<file path="config.mk">
export PLATFORM = sky130hd
export DESIGN_NAME = msg_buffer
export DESIGN_NICKNAME = d
export VERILOG_FILES = /design/src/rtl/msg_buffer.sv
export SDC_FILE = /design/constraint.sdc
export NUM_CORES = 1
export LEC_CHECK = 0
export ABC_AREA = 1
export CORE_ASPECT_RATIO = 0.9
export CORE_MARGIN = 2
export CORE_UTILIZATION = 45
export DETAILED_ROUTE_END_ITERATION = 6
export PLACE_DENSITY = 0.62
export SETUP_SLACK_MARGIN = 0.15
export SLEW_MARGIN = 20
export SYNTH_ARGS = -nofsm -noshare
export SYNTH_HDL_FRONTEND = slang
export SYNTH_SLANG_ARGS = --single-unit
</file>
<file path="constraint.sdc">
create_clock -name clk -period 2.7 [get_ports clk]
set_clock_uncertainty 0.05 [all_clocks]
set_input_delay 0.54 -clock clk [delete_from_list [all_inputs] [get_ports clk]]
set_output_delay 0.54 -clock clk [all_outputs]
set_load 0.005 [all_outputs]
</file>
<file path="src/rtl/msg_buffer.sv">
// -----------------------------------------------------------------------------
// msg_buffer
// One router message buffer. A bit-serial message (16-bit address header, MSB
// first, then DATA_W payload bits, MSB first) is deserialised into a single
// shift register. While held, the buffer advertises occupancy, address and an
// aging priority to the max-priority selector. On grant the whole message is
// shifted back out bit-serially in the order it arrived and the buffer empties.
//
// Optional feature macro: PARITY_CHECK_EN
//   defined   : message carries one trailing even-parity bit; a mismatch pulses
//               err for one cycle and drops the message.
//   undefined : no parity bit; err is tied to 0.
//
// Ports:
//   clk       in   rising-edge clock
//   rst_n     in   asynchronous active-low reset
//   in_valid  in   in_bit is meaningful this cycle
//   in_bit    in   serial message bit in
//   in_ready  out  buffer accepts in_bit this cycle (combinational)
//   grant     in   single-cycle select pulse from the selector
//   occupied  out  message held and eligible for selection
//   addr      out  captured address, bit 0 = first bit received
//   pri       out  current aging priority
//   out_valid out  out_bit is meaningful
//   out_bit   out  serial message bit out
//   err       out  one-cycle parity failure pulse
// -----------------------------------------------------------------------------
module msg_buffer #(
    parameter int DATA_W     = 32,
    parameter int AGE_PERIOD = 16,
    parameter int BASE_PRI   = 0
) (
    input  logic        clk,
    input  logic        rst_n,
    input  logic        in_valid,
    input  logic        in_bit,
    output logic        in_ready,
    input  logic        grant,
    output logic        occupied,
    output logic [0:15] addr,
    output logic [0:2]  pri,
    output logic        out_valid,
    output logic        out_bit,
    output logic        err
);

    localparam int MSG_W = 16 + DATA_W;
`ifdef PARITY_CHECK_EN
    localparam int MSG_L = MSG_W + 1;
`else
    localparam int MSG_L = MSG_W;
`endif
    localparam int CNT_W = $clog2(MSG_L + 1);
    localparam int AGE_W = (AGE_PERIOD > 1) ? $clog2(AGE_PERIOD) : 1;

    localparam logic [CNT_W-1:0] CNT_LAST = CNT_W'(MSG_L);
    localparam logic [CNT_W-1:0] CNT_DATA = CNT_W'(MSG_W);
    localparam logic [AGE_W-1:0] AGE_LAST = AGE_W'(AGE_PERIOD - 1);
    localparam logic [2:0]       PRI_BASE = 3'(BASE_PRI);

    typedef enum logic [1:0] {
        S_EMPTY,
        S_LOAD,
        S_HOLD,
        S_SEND
    } state_t;

    state_t             r_state;
    logic [MSG_W-1:0]   r_sr;
    logic [CNT_W-1:0]   r_cnt;
    logic [AGE_W-1:0]   r_age;
    logic               r_occupied;
    logic [15:0]        r_addr;
    logic [2:0]         r_pri;
    logic               r_out_valid;
    logic               r_out_bit;
    logic               r_err;

    logic               w_take;
    logic [CNT_W-1:0]   w_cnt_inc;
    logic               w_last_in;
    logic [MSG_W-1:0]   w_sr_cap;
    logic               w_par_bad;

    // Accept bits only while empty or loading; HOLD/SEND back-pressure.
    assign in_ready  = (r_state == S_EMPTY) || (r_state == S_LOAD);
    assign w_take    = in_valid && in_ready;
    assign w_cnt_inc = r_cnt + 1'b1;
    assign w_last_in = (w_cnt_inc == CNT_LAST);

    // Only message bits enter the shift register; a trailing parity bit
    // (count already at MSG_W) leaves it untouched.
    assign w_sr_cap  = (r_cnt < CNT_DATA) ? {r_sr[MSG_W-2:0], in_bit} : r_sr;

`ifdef PARITY_CHECK_EN
    logic r_par;
    logic w_par_acc;
    // Running XOR restarts with the first bit of each message.
    assign w_par_acc = ((r_state == S_EMPTY) ? 1'b0 : r_par) ^ in_bit;
    // At the parity bit, r_par holds the XOR of all message bits.
    assign w_par_bad = (in_bit != r_par);

    always_ff @(posedge clk or negedge rst_n) begin
        if (!rst_n)
            r_par <= 1'b0;
        else if (w_take)
            r_par <= w_par_acc;
    end
`else
    assign w_par_bad = 1'b0;
`endif

    always_ff @(posedge clk or negedge rst_n) begin
        if (!rst_n) begin
            r_state     <= S_EMPTY;
            r_sr        <= '0;
            r_cnt       <= '0;
            r_age       <= '0;
            r_occupied  <= 1'b0;
            r_addr      <= '0;
            r_pri       <= '0;
            r_out_valid <= 1'b0;
            r_out_bit   <= 1'b0;
            r_err       <= 1'b0;
        end else begin
            r_err <= 1'b0;
            case (r_state)
                S_EMPTY, S_LOAD: begin
                    if (in_valid) begin
                        r_sr    <= w_sr_cap;
                        r_cnt   <= w_cnt_inc;
                        r_state <= S_LOAD;
                        if (w_last_in) begin
                            r_cnt <= '0;
                            if (w_par_bad) begin
                                // Corrupt message is dropped outright.
                                r_err   <= 1'b1;
                                r_state <= S_EMPTY;
                            end else begin
                                r_state    <= S_HOLD;
                                r_occupied <= 1'b1;
                                r_addr     <= w_sr_cap[MSG_W-1 -: 16];
                                r_pri      <= PRI_BASE;
                                r_age      <= '0;
                            end
                        end
                    end
                end

                S_HOLD: begin
                    if (grant) begin
                        // Grant beats a same-cycle age tick; the buffer drops
                        // out of selection immediately and starts sending.
                        r_state     <= S_SEND;
                        r_occupied  <= 1'b0;
                        r_addr      <= '0;
                        r_pri       <= '0;
                        r_age       <= '0;
                        r_out_valid <= 1'b1;
                        r_out_bit   <= r_sr[MSG_W-1];
                        r_sr        <= {r_sr[MSG_W-2:0], 1'b0};
                        r_cnt       <= CNT_W'(1);
                    end else if (r_age == AGE_LAST) begin
                        r_age <= '0;
                        if (r_pri != 3'd7)
                            r_pri <= r_pri + 3'd1;
                    end else begin
                        r_age <= r_age + 1'b1;
                    end
                end

                S_SEND: begin
                    // r_cnt counts bits already presented on out_bit.
                    if (r_cnt == CNT_DATA) begin
                        r_out_valid <= 1'b0;
                        r_out_bit   <= 1'b0;
                        r_cnt       <= '0;
                        r_state     <= S_EMPTY;
                    end else begin
                        r_out_bit <= r_sr[MSG_W-1];
                        r_sr      <= {r_sr[MSG_W-2:0], 1'b0};
                        r_cnt     <= w_cnt_inc;
                    end
                end

                default: r_state <= S_EMPTY;
            endcase
        end
    end

    assign occupied  = r_occupied;
    assign addr      = r_addr;
    assign pri       = r_pri;
    assign out_valid = r_out_valid;
    assign out_bit   = r_out_bit;
    assign err       = r_err;

endmodule
</file>
==> Word-level counts from Yosys, hierarchy flattened <==
Index checks and enable logic that the tools add are counted.
{ "totals": {"reg_bits": 82, "output_inout_bits": 24, "elab_cells": 83} }
{ "classes": {"add_sub_neg": 3, "magnitude_cmp": 1, "n_eq_ne": 15, "muxes": 40, "n_reduce_logical": 14} }
{ "op_table": {"columns": ["op", "count"], "rows": [
  ["$mux W48", 4],
  ["$pmux W48 S3", 1],
  ["$mux W16", 3],
  ["$pmux W16 S2", 1],
  ["$mux W6", 4],
  ["$pmux W6 S3", 1],
  ["$mux W4", 4],
  ["$mux W3", 5],
  ["$eq A6 B6 Y1 const B", 2],
  ["$ne A2 B2 Y1 const B", 6],
  ["$reduce_and A3 Y1", 4],
  ["$ne A3 B3 Y1 const B", 3],
  ["$mux W2", 4],
  ["$pmux W4 S2", 1],
  ["$reduce_and A4 Y1", 2],
  ["$mux W1", 7],
  ["$add A6 B1 Y6 const B", 1],
  ["$lt A6 B6 Y1 const B", 1],
  ["$pmux W1 S2", 3],
  ["$pmux W2 S3", 1],
  ["$pmux W3 S2", 1],
  ["$reduce_and A5 Y1", 1],
  ["$add A4 B1 Y4 const B", 1],
  ["$eq A2 B2 Y1 const B", 2],
  ["other kinds (8)", 10]
]} }

==> Depth between registers and ports, before layout <==
Gate-level depths: netlist of run 1.
{ "depth": {"depth_word": 5, "mapped_depth": 12, "ltp_nobuf": 11} }

==> Least setup slack after synthesis of run 1 <==
No wires, ideal clock.
{ "synth_path": {"path_type": "in2reg", "start": "input port in_valid", "end": "register r_sr[29]", "setup_time_ns": 0.116, "t_arrival_ns": 1.530, "setup_slack_ns": 1.004, "cell_stages": 11, "path_cell_list": "or2_1 -> buf_4 -> nand2_4 -> inv_2 -> nand2_1 -> inv_2 -> o21ai_4 -> inv_2 -> buf_4 -> nand2_1 -> nand2_1"} }
{ "synth_between": {"elab_chain_cells": 2} }
{ "synth_lines": {"columns": ["element", "line", "rtl"], "rows": [
  ["start: declaration", "35", "input logic in_valid,"],
  ["$ne A2 B2 Y1 (no source line)", null, null],
  ["$reduce_and A4 Y1 (no source line)", null, null],
  ["end signal: assignment", "130", "r_sr <= w_sr_cap;"],
  ["end signal: assignment", "161", "r_sr <= {r_sr[MSG_W-2:0], 1'b0};"],
  ["end signal: assignment", "181", "r_sr <= {r_sr[MSG_W-2:0], 1'b0};"],
  ["end: declaration", "69", "logic [MSG_W-1:0] r_sr;"]
]} }
Every way passes these cells.
A chain may end at the register's enable or synchronous reset.

==> Final worst setup path of run 1 <==
{ "layout_path": {"start": "register r_state[1]", "end": "output port in_ready"} }
{ "layout_between": {"elab_chain_cells": 2, "word_cells_on_any_way": 3, "cone_classes": "eq/ne: 1; reduce/logical: 2"} }
{ "layout_lines": {"columns": ["element", "line", "rtl"], "rows": [
  ["start: declaration", "68", "state_t r_state;"],
  ["start signal: assignment", "115", "r_state <= S_EMPTY;"],
  ["start signal: assignment", "132", "r_state <= S_LOAD;"],
  ["start signal: assignment", "138", "r_state <= S_EMPTY;"],
  ["$eq A2 B1 Y1 or $logic_not A2 Y1 (tied branches)", "86", "assign in_ready = (r_state == S_EMPTY) || (r_state == S_LOAD);"],
  ["$logic_or A1 B1 Y1 *", "86", null],
  ["end: declaration", "37", "output logic in_ready,"]
]} }
Every way passes the cells marked *; elsewhere a longest branch is shown, timed or not.

==> reports/metrics.csv, run 1 <==
metric,value,unit
status,finished clean,
netlist-cell-type-count,28,
clock-sinks,82,
drive_above_1_share,8.13,%
syn_area,0.00363,mm^2
die_w,98.7,um
die_h,89.2,um
maxCapViolCount,0,
ys_seq_elements,82,
fmax,477,MHz
place_ws,0.261,ns
rows,31,
path_cells,inv_2 -> clkdlybuf4s50_1,
power.switching,0.927,mW
crit_required,2.11,ns
avgSynthCellArea,8.56,um^2
nFillCells,749,
grt_pass1_vias,2593,
critPathArrivalTime,1.51,ns
yosysMostFrequentCell,nand2_1,
routed_wl,6.70,mm
internal_power,2.17,mW
crit_type,flop to primary output,
grt.busiest_layer,met2,
grt_overflow,0,
setup_tns,0,ns
synth_common_cells,"nand2_1 (173), dfrtp_1 (82), o21ai_0 (37)",
synthArstFlopShare,100,%
cts_resized,0,
die_area,0.00880,mm^2
power.static_leakage,2.09,nW
path_buf_inv,2,
grt_util_met3,4.22,%
routedWlPerCell,12.1,um
grt_util_met2,25.7,%
clkPwrFrac,30.0,%
cts_buffers,9,
antenna_left,0,
io_pins,29,
power_density,737,mW/mm^2
fin_crit,2.10,ns
cp_top_family,buffers and inverters,
tritoncts,yes,
clkTransAtPathRegs,0.09,ns
globalRouteTotalUtil,17.4,%
yosys.area.top_type,dfrtp_1,
slew_headroom,57.9,%
drt-pass1-iter-count,4,
finalHoldViolCount,0,
synth_edf_count,0,
yosysSeqAreaShare,56.6,%
area_growth,15.7,%
cts_buffer_depth,2,
dpl-instance-area,0.00399,mm^2
cp-start-kind,flop,
synth_top_flop_cell,dfrtp_1,
grt_use_met1,25.2,%
clkLatencyLatePin,0.36,ns
fin_crit_sh,77.7,%
place.gp.congestion,0.797,
vias,2687,
ir_drop,0.434,mV
final_cells,554,
cpPeakStageDelay,0.52,ns
worst_slack,0.603,ns
ctsHoldBuffers,0,
crit_fanout,6,
grt_pass1_wl,12.2,mm
worstSetupEndpointType,primary output,
grt_antenna_before_repair,0,
critPathSlowestCell,clkdlybuf4s50_1,
postSynthCellCount,424,
report.final.slew_viol_count,0,
p_comb_share,17.7,%
root_buffer,clkbuf_8,
route.detailed.drc,0,
initial_utilization,45.6,%
yosysWarnings,0,
pwr-share-seq,52.3,%
core_region_area,0.00795,mm^2
finalSetupViolations,0,
hp-class,input port to asynchronous set/reset pin,
htree_levels,3,
syn_nets,434,
num-nets-final,460,
first_iter_violations,202,
place_inst,538,
ys_top_cells_by_area,"dfrtp_1 (57%), nand2_1 (18%), o21ai_0 (5.1%)",
port_buffers,27,
fin_area,0.00420,mm^2
finalPower,3.09,mW
switching_share,30.0,%
viasPerCell,4.85,
place_hpwl,4.46,mm
yosys.area.top_type_share,56.6,%
postCtsSetupBuffers,0,
holdWs,0.134,ns
grt_max_degree,49,
rsz0062_at_grt,false,
utilization,52.8,%
worstMarginPinSlew,0.631,ns
n_antenna_cell,0,
## cell families (layout without fill, tap and decap cells)
kind of cell / after synthesis / count (layout) / share of synthesized area, %
fa+ha+maj: 5 / 5 / 1.72
simple gates: 209 / 209 / 23.1
buf+inv: 54 / 85 / 6.45
flops: 82 / 82 / 56.6
other cells: 1 / 1 / 0.103
xor+xnor: 2 / 2 / 0.483
compound gates: 71 / 71 / 11.6
## flip-flops by register name, indices dropped and copies added (netlist names)
name,count
r_age,4
occupied,1
r_cnt,6
r_sr,48
out_valid,1
r_state,2
addr,16
out_bit,1
pri,3
## final timing paths
check / startpoint / to / slack, ns / cells after the start
min in group clk: r_sr[16] / r_sr[17] / 0.42 / 2
worst max-delay path: r_state[1] / in_ready / 0.60 / 2
max in group asynchronous: rst_n / addr[15] / 1.82 / 2
worst min register to register: r_sr[16] / r_sr[17] / 0.42 / 2
worst min-delay path: rst_n / addr[9] / 0.13 / 1
worst max register to register: r_cnt[0] / addr[15] / 0.62 / 10
## worst reg2reg max path, stage by stage (launching register included)
cell and delay, ns:
dfrtp_1 0.42, ha_1 0.24, nand3_1 0.09, nand2_1 0.08, nand3_1 0.07, nor2_1 0.14, nand3_1 0.10, nand2_2 0.14
nand2_2 0.33, nand2_1 0.18, o21ai_0 0.09
## cells in the final DEF, fill, tap and decap left out, drive strengths merged, types with 2 or more instances in the layout
cell / synthesis / final
o21ai: 52 / 52
dfrtp: 82 / 82
nand2: 177 / 177
inv: 34 / 37
clkbuf: 6 / 10
buf: 14 / 9
clkdlybuf4s50: 0 / 26
o21a: 2 / 2
nor2: 11 / 11
o211ai: 15 / 15
nand3: 13 / 13
nand4: 6 / 6
ha: 5 / 5
## power groups by stage
stage	clock (mW)	sequential [mW]	combinational [mW]
finish	0.928	1.62	0.546
global route	1.02	1.66	0.652
CTS	0.972	1.62	0.557
detailed placement	0	1.64	0.554
global placement	0	1.64	0.540
floorplan	0	1.61	0.384
## metal layers
layer	wire (um)	share of wire (%)	vias up
met5	0	0	-
met4	76	1.1	0
met3	244	3.6	7
met2	2880	43	48
met1	3510	52	1224
li1	-	-	1408
## cell type report
cell class	count	area, um^2	share of cell area (%)
repair buffers	35	340	8.11
multi-input cells	288	1340	32.0
flip-flops and latches	82	2050	48.9
clock buffers	10	138	3.28
clock inverters	6	72.6	1.73
inverters	34	128	3.04
well taps	99	124	2.95
Note: power is estimated with default switching activity, not from simulation.
==> run 2: changes to the inputs <==
- PLACE_DENSITY: 0.62 -> 0.65
- clock period: 2.7 -> 1.9 ns (I/O delays scaled with it)
==> run 2 against run 1 <==
The flow now finishes with violations (hold timing). Wire length rose by 13%. Clock power grew 53%. Cell count grew 3.8%. Setup slack worse by 0.48 ns. Critical path depth up 10. Count of clock-buffer cells in the layout is the same. Register-to-register slack got worse by 0.49 ns. Total power is 57% higher. Critical endpoint is now r_sr[28]. Largest power group unchanged. Highest routed layer unchanged.
==> reports/metrics.csv, run 2 (synthesized netlist as in run 1, its figures left out) <==
metric,value,unit
status,finished with violations,
violations,hold timing,
worstRegToRegCells,12,
grt_overflow,0,
finalSetupViolations,0,
die_w,98.7,um
cp-start-kind,flop,
first_iter_violations,112,
initial_utilization,45.6,%
power_density,1000,mW/mm^2
worstSetupEndpointType,flop,
holdWs,-0.0128,ns
r2r_slack,0.13,ns
layout_common_cells,"nand2_1 (136), dfrtp_1 (79), inv_1 (28)",
clock-sinks,82,
globalRouteTotalUtil,16.5,%
viasPerCell,5.04,
fin_crit_sh,93.4,%
final_cells,575,
grt_pass1_wl,11.8,mm
ir_drop,0.376,mV
io_pins,29,
routed_wl,7.61,mm
startpoint,r_cnt[1],
num-nets-final,481,
place_hpwl,4.26,mm
switching_share,30.4,%
place.gp.congestion,0.789,
grt_antenna_before_repair,0,
maxCapViolCount,0,
vias,2897,
regToRegStartpoint,r_cnt[1],
area_growth,33.9,%
drive_above_1_share,25.2,%
fin_crit,1.77,ns
drt-pass1-iter-count,4,
htree_levels,3,
crit_type,flop to flop,
cts_buffers,9,
tritoncts,yes,
place_ws,-0.140,ns
power.switching,1.48,mW
largest_reg_flops,48,
grt_max_degree,83,
die_area,0.00880,mm^2
rsz0062_at_grt,true,
die_h,89.2,um
hp-class,input port to asynchronous set/reset pin,
utilization,61.1,%
largest-register,r_sr,
power.static_leakage,2.44,nW
r2r_end,r_sr[28],
ctsHoldBuffers,0,
cts_buffer_depth,2,
crit_required,2.13,ns
clkTransAtPathRegs,0.09,ns
crit_fanout,8,
routedWlPerCell,13.2,um
grt_pass1_vias,2616,
fmax,564,MHz
internal_power,3.38,mW
clkLatencyLatePin,0.35,ns
core_region_area,0.00795,mm^2
rows,31,
worst_slack,0.126,ns
p_comb_share,22.1,%
port_buffers,27,
layout_commonest_cell,nand2_1,
antenna_left,0,
root_buffer,clkbuf_8,
route.detailed.drc,0,
finalHoldViolCount,11,
report.final.slew_viol_count,0,
place_inst,545,
critPathArrivalTime,2.00,ns
clkPwrFrac,29.2,%
pwr-share-seq,48.7,%
n_antenna_cell,0,
[run 2: how the worst max path moves through the flow]
| stage | slack, ns | end | cells after the start |
|---|---|---|---|
| 3_5_place_dp | -0.14 | r_sr[32] | 10 |
| 2_1_floorplan | 0.23 | addr[10] | 10 |
| 5_1_grt | 0.02 | r_sr[44] | 12 |
| 4_1_cts | 0.13 | addr[11] | 11 |
| 3_3_place_gp | -0.10 | r_sr[0] | 9 |
| 6_report | 0.13 | r_sr[28] | 12 |
[run 2: per-stage QoR]
step                power (mW)  instance area [um^2]  TNS, ns
floorplan                 2.84                  3630        0
global route              5.12                  4860        0
global placement          3.10                  4080    -2.19
detailed placement        3.13                  4080    -2.78
CTS                       4.57                  4360        0
finish                    4.86                  4860        0
[run 2: cell type report]
| class | count | area [um^2] |
|---|---|---|
| Timing Repair Buffer | 56 | 684 |
| Multi-Input combinational cell | 288 | 1630 |
| Clock buffer | 10 | 138 |
| Fill cell | 622 | 3090 |
| Tap cell | 99 | 124 |
| Clock inverter | 6 | 90.1 |
| Inverter | 34 | 140 |
| Sequential cell | 82 | 2060 |
[run 2: routing by layer]
layer / global-route usage [%] / share of wire (%) / vias up
met2: 25.3 / 46 / 41
li1: - / - / 1451
met1: 23.0 / 49 / 1394
met5: 0 / 0 / -
met4: 5.98 / 1.4 / 0
met3: 4.22 / 2.9 / 11
[run 2: timing repair]
action / CTS / global route
setup buffers: 4 / 3
setup endpoints to repair: 65 / 75
gates resized for setup: 7 / 102
gates cloned: 0 / 7
pin swaps: 1 / 19
[run 2: worst max-delay path, stage by stage, from the launching register on]
cell and delay, ns:
dfrtp_2 0.45, inv_2 0.10, ha_4 0.14, nand3_4 0.08, nor2_4 0.13, nand2_2 0.07, nand2_2 0.06, inv_2 0.04
o21ai_4 0.09, buf_12 0.19, buf_12 0.14, nand2_2 0.05, o21ai_1 0.08
[run 2: power groups by stage]
stage,registers [mW],clock network [mW],logic [mW]
CTS,2.30,1.44,0.821
finish,2.36,1.42,1.07
floorplan,2.29,0,0.546
global placement,2.33,0,0.775
detailed placement,2.33,0,0.799
global route,2.40,1.51,1.21
==> run 3: changes to the inputs <==
- ABC_AREA: 1 -> default
- HOLD_SLACK_MARGIN: default -> 0.15
==> run 3 against run 2 <==
The run ends with setup timing left. Clock power shrank 18%. Largest power group unchanged. Register-to-register slack lost 0.22 ns. Critical endpoint is now r_sr[13]. Critical path type unchanged. Global-route usage shrank 0.071 points.
==> reports/metrics.csv, run 3 <==
metric,value,unit
status,finished with violations,
violations,setup timing,
finalPower,5.30,mW
tritoncts,yes,
synth_top_flop_cell,dfrtp_1,
report.final.slew_viol_count,0,
ir_drop,0.588,mV
drive_above_1_share,35.9,%
area_growth,24.5,%
multi_input_area,0.00164,mm^2
crit_type,flop to flop,
vias,2294,
n_antenna_cell,0,
fin_crit_sh,105,%
worst_slack,-0.0935,ns
rows,31,
fin_crit,1.99,ns
place_ws,-0.297,ns
nFillCells,663,
yosysMostFrequentCell,dfrtp_1,
ys_top_cells_by_area,"dfrtp_1 (55%), mux2_4 (12%), mux2i_1 (4.9%)",
core_region_area,0.00803,mm^2
cp_top_family,simple AND/OR/NAND/NOR gates,
worstRegToRegCells,7,
rsz0062_at_grt,true,
synth_common_cells,"dfrtp_1 (82), mux2_4 (30), mux2i_1 (18), o2bb2ai_1 (18), mux2_2 (16)",
num-nets-final,339,
largest_reg_flops,48,
ys_seq_elements,82,
cp_common_cell,nor2_4,
grt_pass1_wl,11.7,mm
route.detailed.drc,0,
postSynthCellCount,269,
cts_buffers,9,
dpl-instance-area,0.00434,mm^2
power_density,1150,mW/mm^2
fmax,502,MHz
place.gp.congestion,0.838,
min_to,addr[15],
layout_common_cells,"dfrtp_1 (82), mux2_4 (30), buf_4 (29)",
critPathSlowestCell,or4b_4,
layout_commonest_cell,dfrtp_1,
hp-class,flop to flop,
die_h,90.0,um
worstSetupEndpointType,flop,
grt_pass1_vias,2352,
final-seq-area,0.00205,mm^2
clock-sinks,82,
setup_tns,-3.28,ns
initial_utilization,46.0,%
utilization,57.3,%
clkTransAtPathRegs,0.08,ns
r2r_end,r_sr[13],
cp-start-kind,flop,
routedWlPerCell,15.9,um
viasPerCell,5.30,
crit_fanout,18,
grt_max_degree,36,
avgSynthCellArea,13.7,um^2
grt_antenna_before_repair,0,
final_cells,433,
htree_levels,3,
syn_nets,279,
grt_overflow,0,
path_buf_inv,2,
fin_area,0.00460,mm^2
die_w,99.5,um
yosys.area.top_type_share,55.5,%
synthArstFlopShare,100,%
finalSetupViolations,62,
r2r_slack,-0.09,ns
hold-path-cell-count,1,
min_from,addr[15],
synth_edf_count,0,
globalRouteTotalUtil,16.4,%
holdWs,0.447,ns
crit_required,2.08,ns
die_area,0.00896,mm^2
largest-register,r_sr,
drt-pass1-iter-count,4,
yosys.area.top_type,dfrtp_1,
routed_wl,6.87,mm
first_iter_violations,47,
syn_area,0.00370,mm^2
antenna_left,0,
yosysWarnings,0,
maxCapViolCount,0,
path_cells,inv_1 -> ha_1 -> or4b_4 -> nor2_4 -> nor2_4 -> buf_12 -> mux2_4,
netlist-cell-type-count,51,
place_inst,413,
power.static_leakage,2.34,nW
worstMarginPinSlew,0.657,ns
place_hpwl,4.65,mm
yosysSeqAreaShare,55.5,%
finalHoldViolCount,0,
critPathArrivalTime,2.17,ns
slew_headroom,55.7,%
port_buffers,27,
regToRegStartpoint,r_cnt[0],
root_buffer,clkbuf_8,
clkLatencyLatePin,0.35,ns
cpPeakStageDelay,0.50,ns
cts_buffer_depth,2,
io_pins,29,
## run 3: cell count changes after synthesis, moves of 5 or more
| cell | before | now |
|---|---|---|
| nand2_1 | 173 | 13 |
| mux2_4 | 0 | 30 |
| o21ai_0 | 37 | 12 |
| inv_1 | 30 | 7 |
| mux2i_1 | 0 | 18 |
| o2bb2ai_1 | 0 | 18 |
| mux2_2 | 0 | 16 |
| o211ai_1 | 15 | 0 |
| o21ai_1 | 12 | 1 |
| nand3_1 | 13 | 4 |
| buf_2 | 9 | 3 |
| buf_6 | 0 | 5 |
| nand4_1 | 6 | 1 |
## run 3: cell families after synthesis
family / share of synthesized area, %
xor gates and xnor gates: 0.711
AOI/OAI and AO/OA: 10.1
and+or+nand+nor: 6.53
buffers and inverters: 3.15
adders and majority gates: 1.69
muxes: 22.2
DFF: 55.5
other: 0.101
## run 3: worst max-delay path by stage
stage                         from  endpoint  slack, ns  depth (start not counted)
final                     r_cnt[0]  r_sr[13]      -0.09                          7
after global placement       grant  r_sr[31]      -0.27                          7
after CTS                 r_cnt[0]  r_sr[12]      -0.11                          7
after floorplan           r_cnt[0]  r_sr[10]      -0.09                          8
after detailed placement     grant  r_sr[28]      -0.30                          7
after global routing      r_cnt[1]  r_sr[12]      -0.17                          7
## run 3: per-layer routing
metal / global-route usage, % / vias up / part of all wire [%]
met4: 4.45 / 0 / 0.99
met1: 24.5 / 1148 / 52
li1: - / 1102 / -
met5: 0 / - / 0
met3: 4.90 / 5 / 3.1
met2: 23.4 / 39 / 44
## run 3: cell type report
cell class | count | area share, %
Clock buffer | 9 | 2.69
Clock inverter | 7 | 1.28
Inverter | 7 | 0.625
Multi-Input combinational cell | 168 | 35.7
Sequential cell | 82 | 44.6
Tap cell | 99 | 2.69
Timing Repair Buffer | 61 | 12.4
## run 3: where the power goes
group / internal [mW] / switching [mW]
Combinational: 0.931 / 0.649
Clock: 0.495 / 0.678
Sequential: 2.19 / 0.351
Total: 3.62 / 1.68
## run 3: what timing repair did
action,CTS,global route
setup buffers,0,2
endpoints found under the setup margin,77,84
gates cloned,0,1
pin swaps,1,1
hold endpoints to repair,31,0
gates resized for setup,9,6
hold buffers,1,0
